<file path="src/rtl/axis_text_frame_packer.sv">
// rtl/axis_text_frame_packer.sv - ASCII AXI-Stream to 4x16 text frame packer
//
// Purpose: accepts a stream of 8-bit ASCII characters, places them into a
// 4-line x 16-column text frame (with LF/CR cursor control and substitution
// of unsupported codes), then presents the frame as four 128-bit line
// strings behind a valid/ready handshake.
//
// Optional feature macro: AXIS_TEXT_SCROLL_EN
//   defined   - writes/LF past the last line scroll the frame up one line
//   undefined - writes past the last line are dropped and overflow is flagged
//
// Ports:
//   clk                in   system clock
//   reset              in   asynchronous, active-high reset
//   s_axis_tdata[7:0]  in   ASCII character
//   s_axis_tvalid      in   input beat valid
//   s_axis_tready      out  input ready (FILL state only)
//   s_axis_tlast       in   last character of frame
//   m_axis_tdata_str1  out  line 0, bits [127:120] = column 0
//   m_axis_tdata_str2  out  line 1
//   m_axis_tdata_str3  out  line 2
//   m_axis_tdata_str4  out  line 3
//   m_axis_tvalid      out  frame valid
//   m_axis_tready      in   frame accepted
//   overflow           out  frame dropped characters (valid with m_axis_tvalid)

module axis_text_frame_packer #(
  parameter logic [7:0]  PAD_CHAR       = 8'h20,
  parameter logic [7:0]  SUB_CHAR       = 8'h3F,
  parameter int unsigned TIMEOUT_CYCLES = 0
) (
  input  logic         clk,
  input  logic         reset,
  input  logic [7:0]   s_axis_tdata,
  input  logic         s_axis_tvalid,
  output logic         s_axis_tready,
  input  logic         s_axis_tlast,
  output logic [127:0] m_axis_tdata_str1,
  output logic [127:0] m_axis_tdata_str2,
  output logic [127:0] m_axis_tdata_str3,
  output logic [127:0] m_axis_tdata_str4,
  output logic         m_axis_tvalid,
  input  logic         m_axis_tready,
  output logic         overflow
);

  typedef enum logic {ST_FILL, ST_PRESENT} state_t;

  localparam logic [127:0] PAD_LINE = {16{PAD_CHAR}};

  state_t       r_state;
  logic [127:0] r_line [4];
  logic [2:0]   r_row;        // value 4 means "past the last line"
  logic [3:0]   r_col;
  logic         r_s_tready;
  logic         r_m_tvalid;
  logic         r_overflow;
  logic         r_started;    // at least one beat accepted in this frame
  logic [31:0]  r_to_cnt;

  logic         w_accept;
  logic         w_is_lf;
  logic         w_is_cr;
  logic         w_is_print;
  logic [7:0]   w_char;
  logic         w_past;
  logic [6:0]   w_bitpos;
  logic [3:0]   w_adv_col;
  logic [2:0]   w_adv_row;
  logic         w_timeout;

  assign w_accept   = s_axis_tvalid && r_s_tready;
  assign w_is_lf    = (s_axis_tdata == 8'h0A);
  assign w_is_cr    = (s_axis_tdata == 8'h0D);
  assign w_is_print = (s_axis_tdata >= 8'h20) && (s_axis_tdata <= 8'h7E);
  assign w_char     = w_is_print ? s_axis_tdata : SUB_CHAR;
  assign w_past     = r_row[2];
  // Column 0 occupies the top byte, so the byte offset is (15 - col) * 8.
  assign w_bitpos   = {~r_col, 3'b000};
  // Column wraps naturally in 4 bits; row advances only when col was 15.
  assign w_adv_col  = r_col + 4'd1;
  assign w_adv_row  = (r_col == 4'd15) ? r_row + 3'd1 : r_row;
  // A beat accepted in the same cycle always takes precedence over the timeout.
  assign w_timeout  = (TIMEOUT_CYCLES != 0) && (r_state == ST_FILL) && r_started &&
                      !w_accept && ((r_to_cnt + 32'd1) == TIMEOUT_CYCLES);

  always_ff @(posedge clk or posedge reset) begin
    if (reset) begin
      r_state    <= ST_FILL;
      for (int i = 0; i < 4; i++) r_line[i] <= PAD_LINE;
      r_row      <= 3'd0;
      r_col      <= 4'd0;
      r_s_tready <= 1'b0;
      r_m_tvalid <= 1'b0;
      r_overflow <= 1'b0;
      r_started  <= 1'b0;
      r_to_cnt   <= 32'd0;
    end else begin
      case (r_state)
        ST_FILL: begin
          r_s_tready <= 1'b1;
          if (w_accept) begin
            r_started <= 1'b1;
            r_to_cnt  <= 32'd0;
`ifdef AXIS_TEXT_SCROLL_EN
            if (w_is_lf) begin
              r_col <= 4'd0;
              if (r_row >= 3'd3) begin
                r_line[0] <= r_line[1];
                r_line[1] <= r_line[2];
                r_line[2] <= r_line[3];
                r_line[3] <= PAD_LINE;
                r_row     <= 3'd3;
              end else begin
                r_row <= r_row + 3'd1;
              end
            end else if (w_is_cr) begin
              r_col <= 4'd0;
            end else if (w_past) begin
              // Scroll and place the pending character at (3,0) in one step.
              r_line[0] <= r_line[1];
              r_line[1] <= r_line[2];
              r_line[2] <= r_line[3];
              r_line[3] <= {w_char, {15{PAD_CHAR}}};
              r_row     <= 3'd3;
              r_col     <= 4'd1;
            end else begin
              r_line[r_row[1:0]][w_bitpos +: 8] <= w_char;
              r_col <= w_adv_col;
              r_row <= w_adv_row;
            end
`else
            if (w_past) begin
              // Frame is full: drop writes, ignore LF/CR.
              if (!w_is_lf && !w_is_cr) r_overflow <= 1'b1;
            end else if (w_is_lf) begin
              r_col <= 4'd0;
              r_row <= r_row + 3'd1;
            end else if (w_is_cr) begin
              r_col <= 4'd0;
            end else begin
              r_line[r_row[1:0]][w_bitpos +: 8] <= w_char;
              r_col <= w_adv_col;
              r_row <= w_adv_row;
            end
`endif
            if (s_axis_tlast) begin
              r_state    <= ST_PRESENT;
              r_m_tvalid <= 1'b1;
              r_s_tready <= 1'b0;
            end
          end else if (w_timeout) begin
            r_state    <= ST_PRESENT;
            r_m_tvalid <= 1'b1;
            r_s_tready <= 1'b0;
          end else if (r_started && (TIMEOUT_CYCLES != 0)) begin
            r_to_cnt <= r_to_cnt + 32'd1;
          end
        end

        ST_PRESENT: begin
          if (m_axis_tready) begin
            for (int i = 0; i < 4; i++) r_line[i] <= PAD_LINE;
            r_row      <= 3'd0;
            r_col      <= 4'd0;
            r_overflow <= 1'b0;
            r_started  <= 1'b0;
            r_to_cnt   <= 32'd0;
            r_state    <= ST_FILL;
            r_m_tvalid <= 1'b0;
            r_s_tready <= 1'b1;
          end
        end

        default: r_state <= ST_FILL;
      endcase
    end
  end

  assign s_axis_tready     = r_s_tready;
  assign m_axis_tvalid     = r_m_tvalid;
  assign overflow          = r_overflow;
  assign m_axis_tdata_str1 = r_line[0];
  assign m_axis_tdata_str2 = r_line[1];
  assign m_axis_tdata_str3 = r_line[2];
  assign m_axis_tdata_str4 = r_line[3];

endmodule

</file>
<file path="config.mk">
export PLATFORM = sky130hd
export DESIGN_NAME = axis_text_frame_packer
export DESIGN_NICKNAME = d
export VERILOG_FILES = /design/src/rtl/axis_text_frame_packer.sv
export SDC_FILE = /design/constraint.sdc
export NUM_CORES = 1
export LEC_CHECK = 0
export CORE_MARGIN = 8
export CORE_UTILIZATION = 45
export CTS_CLUSTER_SIZE = 30
export DETAILED_ROUTE_END_ITERATION = 10
export PLACE_DENSITY = 0.83
export SYNTH_ARGS = -nofsm -noshare
export SYNTH_HDL_FRONTEND = slang
export SYNTH_SLANG_ARGS = --single-unit
export TNS_END_PERCENT = 100
</file>
<file path="constraint.sdc">
create_clock -name clk -period 19.9 [get_ports clk]
set_clock_uncertainty 0.2 [all_clocks]
set_input_delay 3.98 -clock clk [delete_from_list [all_inputs] [get_ports clk]]
set_output_delay 3.98 -clock clk [all_outputs]
set_load 0.05 [all_outputs]
</file>
==> flow_summary_export.csv <==
group,metric,value,unit
cells_and_area,area_delta_synth_final,36.8,%
hold_path,whs_endpoint,"m_axis_tdata_str4[117]$_DFFE_PP1P_",
grt,grt_util_all_layers,29.7,%
grt,grt_pass1_vias,18900,
clock_tree,post_cts_buffers,0,
yosys,synth_warnings,0,
clock_tree,numCtsBuffers,53,
setup_path,crit_family,"simple AND/OR/NAND/NOR gates",
cells_and_area,fillers,3468,
sta,period_needed,7.27,ns
drt,wire_per_inst,28.5,µm
yosys,synth_cell_type_count,66,
power,sequentialPowerShare,36.2,%
drt,antenna_left,0,
yosys,synth-seq-area-share,62.1,%
clock_tree,clock_tree.buffer_depth,3,
placement,io_buffers,527,
yosys,ys_seq_elements,523,
power,p_leak,12.5,nW
grt,grt_max_degree,140,
placement,pre_cts_slack,11.99,ns
sta,hold_violations,0,
power,internal_power,0.00217,W
setup_path,max_stage_delay,0.95,ns
sta,rsz0062_at_grt,"false",
sta,whs,0.260,ns
setup_path,r2r_cells,7,
setup_path,crit_chain,"clkdlybuf4s50_1 > and2_2 > nor2_4 > buf_4 > nor3_2 > a21oi_1 > a22o_1",
floorplanning,core,46600,µm²
floorplanning,rows,79,
hold_path,whs_path_depth,2,
grt,grt-ovfl-total,0,
status,outcome,"finished, final reports clean",
power,power-per-cell-area,123,nW/µm²
sta,max_slew_margin,11.0,%
cells_and_area,final_util,62.3,%
sta,fmax,0.138,GHz
clock_tree,hold_buffers,0,
floorplanning,die_area,54300,µm²
setup_path,worstSetupStartpointType,"input pin",
cells_and_area,drive_above_1_share,12.0,%
yosys,synthFlopType,"dfrtp_1",
setup_path,cp.depth,7,
clock_tree,path_clk_slew,0.07,ns
setup_path,crit_path_max_fanout,57,
sta,final_max_slew_viol_count,0,
yosys,syn-mean-instance-area,11.9,µm²
sta,setup_tns,0,ns
floorplanning,num_io_pins,528,
clock_tree,cts-resized-gates,0,
yosys,synthesis.area,21200,µm²
floorplanning,chipHeight,233,µm
clock_tree,clk_latency,0.61,ns
clock_tree,clock_sink_count,523,
setup_path,cp_num_buf_inv,2,
placement,place_congestion,0.899,
sta,finalSetupViolCount,0,
hold_path,min_from,"m_axis_tdata_str4[117]$_DFFE_PP1P_",
clock_tree,cts_tree,"built",
run,maxCapViolations,0,
sta,fin_ws,12.63,ns
grt,antenna_found_initial,2,
yosys,synth_edf_count,0,
cells_and_area,final_nets,2289,
yosys,synth-async-reset-ratio,100,%
clock_tree,htree_levels,2,
hold_path,min-delay-path-class,"register to register",
power,p_clk_share,29.9,%
power,combPwrFrac,34.0,%
placement,dp_hpwl,58.0,mm
drt,drt_iter0_markers,1825,
setup_path,r2r_start,"r_state$_DFF_PP0_",
drt,post-route-drc-count,0,
drt,first_pass_iters,5,
yosys,syn_inst,1781,
setup_path,slowest_stage,"and2_2",
setup_path,criticalPathCategory,"input pin to register",
floorplanning,fp.dieW,233,µm
drt,vias_per_cell,6.30,
cells_and_area,final_cell_mix,"527 x clkdlybuf4s50_1, 458 x dfrtp_1, 173 x a22o_1",
setup_path,crit_path_end_kind,"register",
power,p_switching,0.00141,W
drt,via_count,18400,
setup_path,crit_required,20.20,ns
power,p_sw_share,39.4,%
setup_path,arrival,7.57,ns
setup_path,r2r_setup_slack,15.54,ns
grt,grt_first_pass_wirelength,123,mm
sta,tightest_slew,1.33,ns
cells_and_area,mostFrequentLayoutCell,"clkdlybuf4s50_1",
setup_path,timing.rr.end,"m_axis_tdata_str3[108]$_DFFE_PP0P_",
power,vdd_drop_max,0.108,mV
drt,totalWireLength,83.3,mm
clock_tree,cts_root_buf,"clkbuf_16",
yosys,synth_fp_nets,1801,
floorplanning,initial_utilization,45.5,%
sta,finalCritPeriodShare,36.5,%
[synthesized netlist by cell type, types with 21 or more instances]
cell / instances / area [µm²]
buf_2: 22 / 110
inv_1: 26 / 97.6
a22oi_1: 39 / 293
nand2_1: 149 / 559
clkbuf_1: 91 / 342
a21oi_1: 21 / 105
and2_1: 58 / 363
nor3_1: 28 / 140
a32o_1: 55 / 551
dfstp_2: 64 / 1680
o22ai_1: 31 / 194
a22o_1: 173 / 1520
o21ai_2: 23 / 201
nor2_1: 103 / 387
and3_1: 38 / 238
nand3_1: 41 / 205
dfrtp_1: 459 / 11500
o21ai_0: 66 / 330
o2bb2ai_1: 69 / 604
[how the worst max path moves through the flow]
stage	startpoint	endpoint	slack [ns]
finish	m_axis_tready	m_axis_tdata_str3[108]$_DFFE_PP0P_	12.63
global route	m_axis_tready	m_axis_tdata_str3[108]$_DFFE_PP0P_	12.35
CTS	m_axis_tready	m_axis_tdata_str3[108]$_DFFE_PP0P_	12.63
detailed placement	m_axis_tready	m_axis_tdata_str3[108]$_DFFE_PP0P_	11.99
global placement	m_axis_tready	m_axis_tdata_str3[110]$_DFFE_PP0P_	12.07
floorplan	reset	m_axis_tdata_str1[0]$_DFFE_PP0P_	1.21
[registers in the layout (all words and copies together) (netlist names), 3 cells and up]
register and cells:
m_axis_tdata_str1 128, m_axis_tdata_str2 128, m_axis_tdata_str3 128, m_axis_tdata_str4 128, r_col 4, r_row 3
[worst reg2reg max path, stage by stage, from the launching register on]
cell and delay, ns:
dfrtp_2 0.34, buf_4 0.62, and2_2 1.07, nor2_4 0.10
buf_4 0.34, nor3_2 0.84, a21oi_1 0.38, a22o_1 0.35
[per-stage QoR]
| stage | std cells | cell area (µm²) | power (W) |
|---|---|---|---|
| final | 2921 | 29000 | 0.00357 |
| after global routing | 2921 | 29000 | 0.00369 |
| after CTS | 2919 | 29000 | 0.00358 |
| after detailed placement | 2821 | 27100 | 0.00251 |
| after global placement | 2821 | 27100 | 0.00248 |
| after floorplan | 1781 | 21200 | 0.00206 |
[cell type report]
type	count	area [µm²]	area share, %
Multi-Input combinational cell	1105	7550	26.0
Timing Repair Buffer	560	5520	19.0
Clock buffer	79	1590	5.50
Tap cell	607	759	2.62
Antenna cell	2	5.00	0.0173
Sequential cell	523	13200	45.4
Inverter	26	105	0.362
Clock inverter	19	290	1.00
[per-layer routing]
layer,wire [µm],global-route usage [%],vias to the layer above
met2,40800,49.7,1140
met5,0,0,-
li1,-,-,7665
met1,31200,36.6,9415
met4,3310,11.9,0
met3,8090,7.39,192
[cells by family (layout without fill, tap and decap cells)]
| family | after synthesis | in the layout | share of synthesized area (%) |
|---|---|---|---|
| AOI/OAI and AO/OA | 613 | 613 | 23.1 |
| xor gates and xnor gates | 2 | 2 | 0.0826 |
| adders and majority gates | 7 | 7 | 0.413 |
| buffers and inverters | 153 | 684 | 2.84 |
| DFF | 523 | 523 | 62.1 |
| muxes | 10 | 10 | 0.531 |
| other | 0 | 2 | 0 |
| and+or+nand+nor | 473 | 473 | 10.9 |
[power groups by stage]
stage	logic [W]	clock network [W]	registers, W
global route	0.00127	0.00112	0.00130
floorplan	0.000407	0	0.00165
global placement	0.00118	0	0.00130
finish	0.00121	0.00107	0.00129
detailed placement	0.00121	0	0.00130
CTS	0.00121	0.00108	0.00129
Power figures use the tool's default switching activity.
